[config.mk]
export PLATFORM = sky130hd
export DESIGN_NAME = priority_encoder_pipe
export DESIGN_NICKNAME = d
export VERILOG_FILES = /design/src/rtl/encoder_pkg.sv /design/src/rtl/prio_enc_comb.sv /design/src/rtl/priority_encoder_pipe.sv
export SDC_FILE = /design/constraint.sdc
export NUM_CORES = 1
export LEC_CHECK = 0
export CORE_ASPECT_RATIO = 0.9
export CORE_UTILIZATION = 40
export DETAILED_ROUTE_END_ITERATION = 6
export PLACE_DENSITY = 0.82
export SYNTH_ARGS = -nofsm -noshare
export SYNTH_HDL_FRONTEND = slang
export SYNTH_SLANG_ARGS = --single-unit
[constraint.sdc]
create_clock -name clk -period 1.7 [get_ports clk]
set_input_delay 0.255 -clock clk [delete_from_list [all_inputs] [get_ports clk]]
set_output_delay 0.255 -clock clk [all_outputs]
set_load 0.02 [all_outputs]
[src/rtl/encoder_pkg.sv]
// encoder_pkg: shared index-width helper and priority-mode constants
package encoder_pkg;
  localparam bit MSB_FIRST = 1'b1;
  localparam bit LSB_FIRST = 1'b0;
  function automatic int idx_w(input int n);
    return ($clog2(n) > 1) ? $clog2(n) : 1;
  endfunction
endpackage

[src/rtl/prio_enc_comb.sv]
// prio_enc_comb: combinational find-first with zero and multi-hot flags
module prio_enc_comb #(
  parameter int N = 8,
  parameter bit MSB_FIRST = encoder_pkg::MSB_FIRST,
  localparam int W = encoder_pkg::idx_w(N)
) (
  input  logic [N-1:0] data,
  output logic [W-1:0] idx,
  output logic         zero,
  output logic         multi
);
  // scan toward the winning end so the last hit seen is the winner
  always_comb begin
    idx = '0;
    for (int i = 0; i < N; i++)
      if (data[MSB_FIRST ? i : N-1-i]) idx = W'(MSB_FIRST ? i : N-1-i);
  end
  assign zero  = ~|data;
  assign multi = |(data & (data - N'(1)));
endmodule

[src/rtl/priority_encoder_pipe.sv]
// priority_encoder_pipe: one-stage registered priority encoder with error counter
module priority_encoder_pipe #(
  parameter int N = 8,
  parameter bit MSB_FIRST = encoder_pkg::MSB_FIRST,
  parameter int CNT_W = 8,
  localparam int W = encoder_pkg::idx_w(N)
) (
  input  logic             clk,
  input  logic             rst,
  input  logic             in_valid,
  output logic             in_ready,
  input  logic [N-1:0]     in_data,
  output logic             out_valid,
  input  logic             out_ready,
  output logic [W-1:0]     out_idx,
  output logic             out_zero,
  output logic             out_multi,
  input  logic             clr_err,
  output logic [CNT_W-1:0] err_count
);
  logic [W-1:0] c_idx;
  logic c_zero, c_multi, xfer;
  prio_enc_comb #(.N(N), .MSB_FIRST(MSB_FIRST)) u_enc (
    .data(in_data), .idx(c_idx), .zero(c_zero), .multi(c_multi)
  );
  assign in_ready = (!out_valid || out_ready) && !rst;
  assign xfer = in_valid && in_ready;
  always_ff @(posedge clk) begin
    if (rst) begin
      out_valid <= 1'b0;
      out_idx   <= '0;
      out_zero  <= 1'b0;
      out_multi <= 1'b0;
      err_count <= '0;
    end else begin
      if (xfer) begin
        out_valid <= 1'b1;
        out_idx   <= c_idx;
        out_zero  <= c_zero;
        out_multi <= c_multi;
      end else if (out_ready) out_valid <= 1'b0;
      if (clr_err) err_count <= '0;
      else if (xfer && (c_zero || c_multi) && err_count != '1) err_count <= err_count + CNT_W'(1);
    end
  end
endmodule
==> results.yml, run 1 <==
final_layout:
  ff_latch_area_um2: 280.3
  num_antenna_cells: 0
  layout-drive-gt1-share_pct: 31.51
  final_cell_count_no_fill: 171
  multi_input_area_um2: 586.8
  syn2layout_area_growth_pct: 61.27
  nets: 162
  nFillCells: 154
  layout_common_cells: "clkdlybuf4s50_1, buf_4, dfxtp_1, nor2_1, nand2_1"
yosys:
  yosysWarnings: 0
  yosysSeqAreaShare_pct: 33.89
  syn_area_per_cell_um2: 8.270
  syn_area_um2: 827.0
  synthCells: 100
  synth.distinct_cells: 40
  synth_nets: 114
  synth-seq-cells: 14
sta:
  rsz0062_at_grt: "yes"
  maxSlewViolCount: 0
  fin_skew_ps: 0.8247
  setup_viol: 0
  slew_headroom_pct: 73.68
  worst_pin_slew_ps: 393.4
  min_period_ps: 1636
  whs_ps: 354.0
  fmax_mhz: 611.1
  period_share_pct: 96.26
  fin_ws_ps: 63.55
  hold_violations: 0
power:
  p_comb_share_pct: 24.9
  power_leakage_nw: 0.4573
  p_switching_w: 0.0001957
  seqPwrFrac_pct: 48.9
  p_clk_share_pct: 26.2
  internal_power_w: 0.0005076
  switching_share_pct: 27.82
  vdd.ir_drop.worst_uv: 460.8
  power_per_cell_area_mw_per_mm2: 527.3
placement:
  pre_cts_ws_ps: -702.8
  numPortBuffers: 27
  place_inst: 165
  gp_congestion: 0.8612
  dp_hpwl_um: 1773
min_path:
  hold_start: "in_data[7]"
  hold_path.class: "input pin to flop"
  hold_end: "out_idx[2]$_SDFFE_PP0P_"
  whs_path_depth: 3
routing:
  antenna_left: 0
  wl_per_cell_um: 14.13
  drtIter0Drc: 56
  num_vias: 995
  drc: 0
  totalWireLength_um: 2416
  dr.pass1.iters: 4
  viasPerCell: 5.819
clock_tree:
  clockRootBuffer: "clkbuf_4"
  clockBufferDepth: 2
  clk_latency_ps: 280
  clock_sinks: 14
  cts_hold_buffers: 0
  cts_max_level: 1
  path_clk_slew_ps: 80
  cts_inserted_buffers: 3
  cts_tree: "done"
global_routing:
  grt_pass1_wl_um: 4215
  antenna_found_initial: 0
  grt_use_total_pct: 25.07
  grt_overflow: 0
  grt_max_degree: 12
  grt_pass1_vias: 984
setup_path:
  worst_path_max_delay_cell: "clkdlybuf4s50_1"
  r2r_end: "err_count[3]$_SDFFE_PP0P_"
  reg2reg_from: "err_count[0]$_SDFFE_PP0P_"
  rrSetupSlack_ps: 140
  cp_slowest_stage_delay_ps: 650
  start_kind: "flop"
  crit_type: "flop to output pin"
  required_ps: 1440
  crit_buf_inv: 1
  worstPathArrival_ps: 1380
  path_delay_family: "buffers and inverters"
  crit_chain: "clkdlybuf4s50_1"
  endpoint_kind: "output pin"
  path_max_fanout: 7
  reg2regPathDepth: 5
floorplanning:
  rows: 15
  io_pins: 28
  core_area_mm2: 0.001933
  start_util_pct: 42.78
  die_area_mm2: 0.002254
  chipHeight_um: 45.14
  dieWidth_um: 49.93
status:
  status: "finished, final reports clean"
job:
  maxCapViolations: 0
[cell usage after synthesis, drive strengths merged]
library cell	instances	area, um^2
a2111oi	1	15.01
a211oi	1	12.51
a21oi	5	25.02
a222oi	1	10.01
a311oi	2	17.52
and2	1	6.260
and3	1	6.260
and4	1	8.760
buf	3	16.26
clkbuf	1	3.750
dfxtp	14	280.3
ha	1	12.51
inv	3	11.26
mux2i	1	10.01
nand2	6	22.52
nand2b	1	6.260
nand3	3	15.01
nand3b	1	7.510
nand4	3	18.77
nor2	11	41.29
nor2b	3	18.77
nor3	4	20.02
nor4	5	37.53
o211ai	1	7.510
o21a	1	7.510
o21ai	4	20.02
o21bai	1	7.510
o22a	1	8.760
o311a	1	11.26
o311ai	2	17.52
o31a	1	8.760
o31ai	3	22.52
o41ai	3	26.28
or2	1	6.260
or3	3	18.77
or4	5	41.29
[state kept, by name (all words and copies together) (netlist names)]
register,cells
err_count,8
out_idx,3
out_multi,1
out_valid,1
out_zero,1
[cells by family after synthesis]
family	synth area share, %
compound gates	26.33
mux	1.210
flops	33.89
buf+inv	3.781
fa+ha+maj	1.513
simple gates	33.28
[repair_timing]
action | CTS | global route
pin swaps | 10 | 4
resized for setup | 31 | 14
buffers inserted | 3 | 0
setup endpoints to repair | 9 | 8
[power by group through the flow]
stage	clock, W	combinational [W]	sequential [W]
final	0.000184	0.000175	0.000344
after global routing	0.000202	0.000189	0.000345
after CTS	0.000192	0.000173	0.000344
after detailed placement	0	0.000167	0.000351
after global placement	0	0.000163	0.000351
after floorplan	0	0.0000519	0.000363
[final cells by class]
| cell class | instances | share of cell area, % |
|---|---|---|
| clock buffer | 3 | 1.689 |
| inverter | 3 | 0.8443 |
| multi-input combinational | 79 | 44.00 |
| sequential | 14 | 21.01 |
| tap | 25 | 2.345 |
| timing repair buffer | 47 | 30.11 |
[worst max-delay path by stage]
stage                                    startpoint                        end  slack, ps  cells after the start
after floorplan                          in_data[2]  err_count[4]$_SDFFE_PP0P_         20                      6
after global placement                   in_data[2]  err_count[6]$_SDFFE_PP0P_       -600                      6
after detailed placement                 in_data[2]  err_count[3]$_SDFFE_PP0P_       -700                      7
after CTS                                in_data[4]  err_count[0]$_SDFFE_PP0P_          1                      7
after global routing                       in_valid  err_count[3]$_SDFFE_PP0P_       -0.3                      7
final                     err_count[2]$_SDFFE_PP0P_               err_count[2]         60                      1
[routing by layer]
layer	global-route usage [%]	part of all wire, %
met1	26.63	42
met2	46.22	50
met3	4.040	5.3
met4	17.71	2.2
met5	0	0
[metrics by stage]
stage                     utilization (%)  instance area (um^2)  total power, W  TNS, ps
after floorplan                         -                 830.8       0.0004148        0
after global placement              64.60                  1249       0.0005136    -4575
after detailed placement            64.60                  1249       0.0005179    -5322
after CTS                           68.35                  1321       0.0007083        0
after global routing                69.00                  1334       0.0007364  -0.3089
final                               69.00                  1334       0.0007032        0
(Power assumes the default switching activity.)
==> inputs of run 2 (changes only) <==
--- a/config.mk
+++ b/config.mk
@@ -6,9 +6,11 @@
 export NUM_CORES = 1
 export LEC_CHECK = 0
 export CORE_ASPECT_RATIO = 0.9
+export CORE_MARGIN = 8
 export CORE_UTILIZATION = 40
 export DETAILED_ROUTE_END_ITERATION = 6
 export PLACE_DENSITY = 0.82
+export SLEW_MARGIN = 20
 export SYNTH_ARGS = -nofsm -noshare
 export SYNTH_HDL_FRONTEND = slang
 export SYNTH_SLANG_ARGS = --single-unit
==> results.yml, run 2 (synthesis gave the netlist of run 1 again) <==
status:
  status: "finished, final reports clean"
final_layout:
  largest_reg_flops: 8
  syn2layout_area_growth_pct: 54.01
  final_common_cell: "clkdlybuf4s50_1"
  nets: 158
  layout-drive-gt1-share_pct: 25.35
  num_antenna_cells: 0
  regMostFlops: "err_count"
  top_regs: "err_count x8, out_idx x3"
  layout_common_cells: "clkdlybuf4s50_1, buf_4, dfxtp_1, nor2_1, nand2_1"
  nFillCells: 164
  final_cell_count_no_fill: 167
global_routing:
  grt_max_degree: 12
  grt_overflow: 0
  grt_use_total_pct: 14.94
  grt_pass1_wl_um: 4602
  grt_pass1_vias: 1024
  antenna_found_initial: 0
clock_tree:
  cts_inserted_buffers: 3
  cts_tree: "done"
  clockRootBuffer: "clkbuf_4"
  clock_sinks: 14
  cts_setup_buffers: 0
  path_clk_slew_ps: 80
  clk_latency_ps: 280
  clockBufferDepth: 2
  cts_max_level: 1
sta:
  worst_pin_slew_ps: 456.3
  fin_skew_ps: 4.855
  slew_headroom_pct: 69.58
  rsz0062_at_grt: "no"
  maxSlewViolCount: 0
  hold_violations: 0
  fmax_mhz: 605.5
  period_share_pct: 97.15
  fin_ws_ps: 48.52
  setup_viol: 0
  min_period_ps: 1651
setup_path:
  required_ps: 1440
  cp_slowest_stage_delay_ps: 660
  crit_chain: "clkdlybuf4s50_1"
  critPathLaunch: "err_count[2]$_SDFFE_PP0P_"
  crit_type: "flop to output pin"
  reg2reg_from: "err_count[0]$_SDFFE_PP0P_"
  worstPathArrival_ps: 1400
  path_max_fanout: 7
  worst_path_max_delay_cell: "clkdlybuf4s50_1"
  start_kind: "flop"
  endpoint_kind: "output pin"
  path_delay_family: "buffers and inverters"
  crit_buf_inv: 1
placement:
  numPortBuffers: 27
  dp_hpwl_um: 2057
  gp_congestion: 0.9406
  pre_cts_ws_ps: -623.7
  place_inst: 164
routing:
  num_vias: 1013
  drc: 0
  viasPerCell: 6.066
  wl_per_cell_um: 16.57
  dr.pass1.iters: 4
  drtIter0Drc: 46
  totalWireLength_um: 2767
  antenna_left: 0
floorplanning:
  io_pins: 28
  core_area_mm2: 0.001933
  die_area_mm2: 0.003781
  start_util_pct: 42.78
  dieWidth_um: 63.93
  chipHeight_um: 59.14
  rows: 15
min_path:
  hold_path.class: "input pin to flop"
  hold_start: "in_data[7]"
power:
  power.total_w: 0.0007053
  vdd.ir_drop.worst_uv: 320.7
  power_per_cell_area_mw_per_mm2: 553.7
  power_leakage_nw: 0.4365
job:
  maxCapViolations: 0
## run 2: final timing paths
kind	cells after the start	slack [ps]	endpoint
worst min-delay path	3	350	out_idx[2]$_SDFFE_PP0P_
worst max-delay path	1	50	err_count[2]
worst min register to register	2	500	out_idx[2]$_SDFFE_PP0P_
worst max register to register	5	90	err_count[3]$_SDFFE_PP0P_
## run 2: stage by stage
step	instance area [um^2]	hold slack [ps]	utilization, %	setup TNS (ps)
after floorplan	830.8	375.7	-	0
after detailed placement	1229	477.3	63.56	-4796
after CTS	1281	465.4	66.28	0
final	1274	353.6	65.89	0
after global routing	1274	369.2	65.89	0
after global placement	1229	476.7	63.56	-4274
## run 2: timing repair
item | in CTS | in global routing
pin swaps | 4 | 5
hold buffers | 0 | 0
gates resized for setup | 27 | 11
endpoints found under the setup margin | 9 | 8
## run 2: metal layers
layer / part of all wire (%) / vias to the layer above / GRT usage (%)
met2: 49 / 53 / 26.04
met5: 0 / - / 0
met1: 39 / 464 / 15.39
met3: 8.1 / 13 / 4.915
met4: 3.8 / 0 / 8.889
li1: - / 483 / -
## run 2: where the power goes
group | leakage [nW] | total [W] | switching (W) | internal [W]
Clock | 0.0138 | 0.000193 | 0.000110 | 0.0000823
Sequential | 0.114 | 0.000344 | 0.00000634 | 0.000338
Combinational | 0.309 | 0.000169 | 0.0000886 | 0.0000801
Total | 0.436 | 0.000705 | 0.000205 | 0.000500
## run 2: cell type report
| class | instances | area (um^2) | area share (%) |
|---|---|---|---|
| clock buffer | 3 | 22.52 | 1.768 |
| inverter | 3 | 11.26 | 0.8841 |
| multi-input combinational | 79 | 571.8 | 44.89 |
| sequential | 14 | 280.3 | 22.00 |
| tap | 25 | 31.28 | 2.456 |
| timing repair buffer | 43 | 356.6 | 28.00 |
==> inputs of run 3 (changes only) <==
--- a/config.mk
+++ b/config.mk
@@ -5,11 +5,14 @@
 export SDC_FILE = /design/constraint.sdc
 export NUM_CORES = 1
 export LEC_CHECK = 0
+export ABC_CLOCK_PERIOD_IN_PS = 1700
+export CAP_MARGIN = 0
 export CORE_ASPECT_RATIO = 0.9
 export CORE_MARGIN = 8
-export CORE_UTILIZATION = 40
+export CORE_UTILIZATION = 42
+export CTS_BUF_LIST = sky130_fd_sc_hd__clkbuf_4 sky130_fd_sc_hd__clkbuf_8
 export DETAILED_ROUTE_END_ITERATION = 6
-export PLACE_DENSITY = 0.82
+export PLACE_DENSITY = 0.85
 export SLEW_MARGIN = 20
 export SYNTH_ARGS = -nofsm -noshare
 export SYNTH_HDL_FRONTEND = slang
==> results.yml, run 3 (synthesis gave the netlist of run 1 again) <==
status:
  status: "finished, final reports clean"
setup_path:
  path_max_fanout: 8
  cp_slowest_stage_delay_ps: 470
  worst_path_max_delay_cell: "or4_1"
  start_kind: "input pin"
  path_delay_family: "simple AND/OR/NAND/NOR gates"
  reg2reg_from: "err_count[0]$_SDFFE_PP0P_"
  crit_type: "input pin to flop"
  r2r_end: "err_count[7]$_SDFFE_PP0P_"
  crit_chain: "clkdlybuf4s15_2 -> nor4_4 -> o21ai_1 -> o311a_4 -> buf_12 -> or4_1 -> a21oi_1"
  reg2regPathDepth: 5
  worstPathArrival_ps: 1860
  crit_buf_inv: 2
  endpoint_kind: "flop"
  rrSetupSlack_ps: 120
  required_ps: 1920
min_path:
  hold_end: "out_idx[2]$_SDFFE_PP0P_"
  hold_start: "in_data[6]"
  whs_path_depth: 3
  hold_path.class: "input pin to flop"
sta:
  min_period_ps: 1643
  hold_violations: 0
  worst_pin_slew_ps: 459.3
  slew_headroom_pct: 69.38
  whs_ps: 337.2
  rsz0062_at_grt: "no"
  setup_viol: 0
  maxSlewViolCount: 0
  period_share_pct: 96.66
  fmax_mhz: 608.5
  fin_ws_ps: 56.74
  fin_skew_ps: 5.461
final_layout:
  final_common_cell: "buf_4"
  nFillCells: 152
  layout-drive-gt1-share_pct: 28.38
  design_area_mm2: 0.001338
  num_antenna_cells: 0
  nets: 163
  regMostFlops: "err_count"
  final_core_util_pct: 70.56
  largest_reg_flops: 8
  top_regs: "err_count x8, out_idx x3"
  syn2layout_area_growth_pct: 61.72
  layout_common_cells: "buf_4, clkdlybuf4s50_1, dfxtp_1, nor2_1"
routing:
  viasPerCell: 5.879
  top_layer_used: "met4"
  drtIter0Drc: 46
  totalWireLength_um: 2574
  dr_wl_met3_um: 183
  num_vias: 1017
  dr.pass1.iters: 4
  antenna_left: 0
  wl_met2_um: 1315
  drc: 0
  wl_met1_um: 1003
  wl_per_cell_um: 14.88
floorplanning:
  rows: 15
  chipHeight_um: 58.10
  core_area_mm2: 0.001896
  dieWidth_um: 62.78
  io_pins: 28
  die_area_mm2: 0.003647
  start_util_pct: 43.63
clock_tree:
  cts_tree: "done"
  path_clk_slew_ps: 80
  clock_sinks: 14
  cts_max_level: 1
  cts_inserted_buffers: 3
  clockBufferDepth: 2
  clk_latency_ps: 280
  clockRootBuffer: "clkbuf_4"
placement:
  pre_cts_ws_ps: -775.0
  numPortBuffers: 27
  dp_hpwl_um: 1986
  place_area_mm2: 0.001249
  gp_congestion: 0.8484
power:
  power_leakage_nw: 0.4726
  vdd.ir_drop.worst_uv: 426.4
  power_per_cell_area_mw_per_mm2: 567.0
global_routing:
  grt_max_degree: 11
  grt_pass1_wl_um: 4036
  antenna_found_initial: 0
  grt_pass1_vias: 988
  grt_overflow: 0
  grt_use_total_pct: 13.38
job:
  maxCapViolations: 0
## run 3: per-layer routing
metal | global-route usage (%) | vias up
li1 | - | 498
met5 | 0 | -
met1 | 12.87 | 461
met4 | 8.117 | 0
met3 | 4.038 | 8
met2 | 24.93 | 50
## run 3: how the worst max path moves through the flow
stage	start	endpoint	slack, ps	depth (start not counted)
2_1_floorplan	in_data[2]	err_count[4]$_SDFFE_PP0P_	20	6
3_3_place_gp	in_data[2]	err_count[6]$_SDFFE_PP0P_	-580	6
3_5_place_dp	in_data[5]	err_count[6]$_SDFFE_PP0P_	-780	6
4_1_cts	in_data[0]	err_count[4]$_SDFFE_PP0P_	5	7
5_1_grt	in_data[0]	err_count[2]$_SDFFE_PP0P_	9	7
6_report	in_data[0]	err_count[2]$_SDFFE_PP0P_	60	7
## run 3: area by class of cell
type | count | area (um^2) | area share [%]
clock buffer | 4 | 36.28 | 2.713
inverter | 3 | 11.26 | 0.8419
multi-input combinational | 79 | 569.3 | 42.56
sequential | 14 | 280.3 | 20.95
tap | 25 | 31.28 | 2.339
timing repair buffer | 48 | 409.1 | 30.59
## run 3: power breakdown
part / switching (W) / total [W] / internal, W
registers: 0.00000623 / 0.000344 / 0.000338
logic: 0.0000875 / 0.000175 / 0.0000873
clock network: 0.000109 / 0.000240 / 0.000130
## run 3: repair_timing
item,in CTS,in global routing
gates resized for setup,34,7
cloned,0,0
setup endpoints to repair,9,7
hold buffers,0,0
buffers inserted,3,1
pin swaps,6,6
## run 3: through the flow
step | TNS [ps] | total power [W] | cells
2_1_floorplan | 0 | 0.0004148 | 100
3_3_place_gp | -4161 | 0.0005155 | 165
3_5_place_dp | -5251 | 0.0005199 | 165
4_1_cts | 0 | 0.0007602 | 172
5_1_grt | 0 | 0.0007898 | 173
6_report | 0 | 0.0007584 | 173
## run 3: worst reg2reg max path: stages, from the launching register on
cell and delay, ps:
dfxtp_1 370, ha_1 260, nand4_1 130, nand4_1 160
nor4_1 380, mux2i_1 230
==> RTL edit: new RTL, settings of run 2 <==
Set the parameter `CNT_W` to 10 (it was 8).
--- a/src/rtl/priority_encoder_pipe.sv
+++ b/src/rtl/priority_encoder_pipe.sv
@@ -2,7 +2,7 @@
 module priority_encoder_pipe #(
   parameter int N = 8,
   parameter bit MSB_FIRST = encoder_pkg::MSB_FIRST,
-  parameter int CNT_W = 8,
+  parameter int CNT_W = 10,
   localparam int W = encoder_pkg::idx_w(N)
 ) (
   input  logic             clk,
Ports: changed (resized err_count); port bits go from 28 to 30. No check against the original RTL was run, so the function may have changed too.
==> RTL edit against run 2 <==
Setup slack better by 15 ps; total power grew 16%; wire length up 2.4%; area after synthesis grew 14%; cell count increased by 9.0%; sequential share of layout area fell by 0.36 points; final area rose by 16%; sequential cell count grew 2; global-route usage down 0.48 points; non-clock buffer count grew 2; highest routed layer unchanged.
==> RTL edit: results <==
{
  "status": "finished clean",
  "crit_family": "simple AND/OR/NAND/NOR gates",
  "hp-class": "register to register",
  "critPathLaunch": "err_count[0]",
  "wirelength_um": 2830,
  "final_nets": 170,
  "drive_above_1_share_pct": 20.6,
  "synthTopCellsByArea": "dfxtp_1 (34%), mux2i_1 (11%), nand2_1 (6.0%)",
  "grt_pass1_vias": 1001,
  "slew_headroom_pct": 70.7,
  "synth_fa_ha_area_share_pct": 1.33,
  "largestRegisters": "err_count (10), out_idx (3)",
  "internal-power_uw": 597,
  "port_buffers": 29,
  "hpwlAfterDp_um": 2060,
  "first_iter_violations": 68,
  "muxShareOfSynthArea_pct": 10.6,
  "core_area_sq_um": 2200,
  "ys_seq_area_share_pct": 34.0,
  "viasPerCell": 5.67,
  "max-vdd-ir-drop_v": 0.000479,
  "synth_fp_nets": 123,
  "synthTopCellsByCount": "dfxtp_1 (16), nand2_1 (15), mux2i_1 (10), nor2_1 (9), or3_1 (9)",
  "synth.distinct_cells": 28,
  "grt_max_degree": 13,
  "fillers": 187,
  "gp_congestion": 0.872
}
[RTL edit: changes by cell type in the layout (fill, tap and decap cells not counted), moves of 4 or more]
cell / delta
mux2i_1: +9
nand2_1: +9
dlygate4sd2_1: +7
a211oi_1: +6
or3_1: +6
a21oi_1: +4
buf_2: -4
nand3_1: +4
nor3_1: -4
or4_1: -4
[RTL edit: stage by stage]
| step | worst slack, ps | area [sq um] | TNS, ps | instances | total power, mW |
|---|---|---|---|---|---|
| 4_1_cts | 10.3 | 1460 | 0 | 181 | 0.819 |
| 5_1_grt | 6.66 | 1480 | 0 | 182 | 0.855 |
| 3_3_place_gp | -360 | 1370 | -3450 | 176 | 0.559 |
| 2_1_floorplan | 11.9 | 947 | 0 | 109 | 0.470 |
| 6_report | 64.0 | 1480 | 0 | 182 | 0.817 |
| 3_5_place_dp | -409 | 1370 | -3950 | 176 | 0.564 |
[RTL edit: cell type report]
cell class,count,area share (%)
multi-input combinational,87,45.3
timing repair buffer,45,27.6
sequential,16,21.6
clock buffer,4,2.45
tap,27,2.28
inverter,3,0.761
[RTL edit: worst reg2reg max path, delay by kind of cell, from the launching register on]
family | cells | cell delay (ps)
adders and majority gates | 1 | 190
AOI/OAI and AO/OA | 1 | 380
muxes | 1 | 230
DFF | 1 | 330
and+or+nand+nor | 3 | 460
[RTL edit: cell families (layout without fill, tap and decap cells)]
kind of cell	after synthesis	in the layout
buffers and inverters	7	52
AO/OA/AOI/OAI	24	25
multiplexers	10	10
flip-flops	16	16
adder cells (fa/ha/maj)	1	1
AND/OR/NAND/NOR	51	51
[RTL edit: metal layers]
layer	GRT usage [%]	routed length, um
met1	16.7	1160
met2	25.3	1480
met3	3.58	150
met4	5.36	45
met5	0	0
[RTL edit: timing repair]
| action | in CTS | in global routing |
|---|---|---|
| pin swaps | 6 | 0 |
| setup endpoints to repair | 11 | 9 |
| endpoints found under the hold margin | 0 | 0 |
| cloned | 1 | 0 |
| buffers inserted | 0 | 1 |
| resized for setup | 15 | 4 |
[RTL edit: path summary, 6_finish.rpt]
path                  end  slack, ps  depth (start not counted)
max          err_count[8]         60                          6
min              out_zero        490                          2
max reg2reg  err_count[8]         60                          6
min reg2reg      out_zero        490                          2
[RTL edit: power groups by stage]
stage          registers (mW)  logic (mW)  clock network (mW)
3_3_place_gp            0.398       0.161                   0
6_report                0.389       0.168               0.259
3_5_place_dp            0.399       0.166                   0
5_1_grt                 0.391       0.182               0.282
2_1_floorplan           0.411      0.0590                   0
4_1_cts                 0.390       0.166               0.263
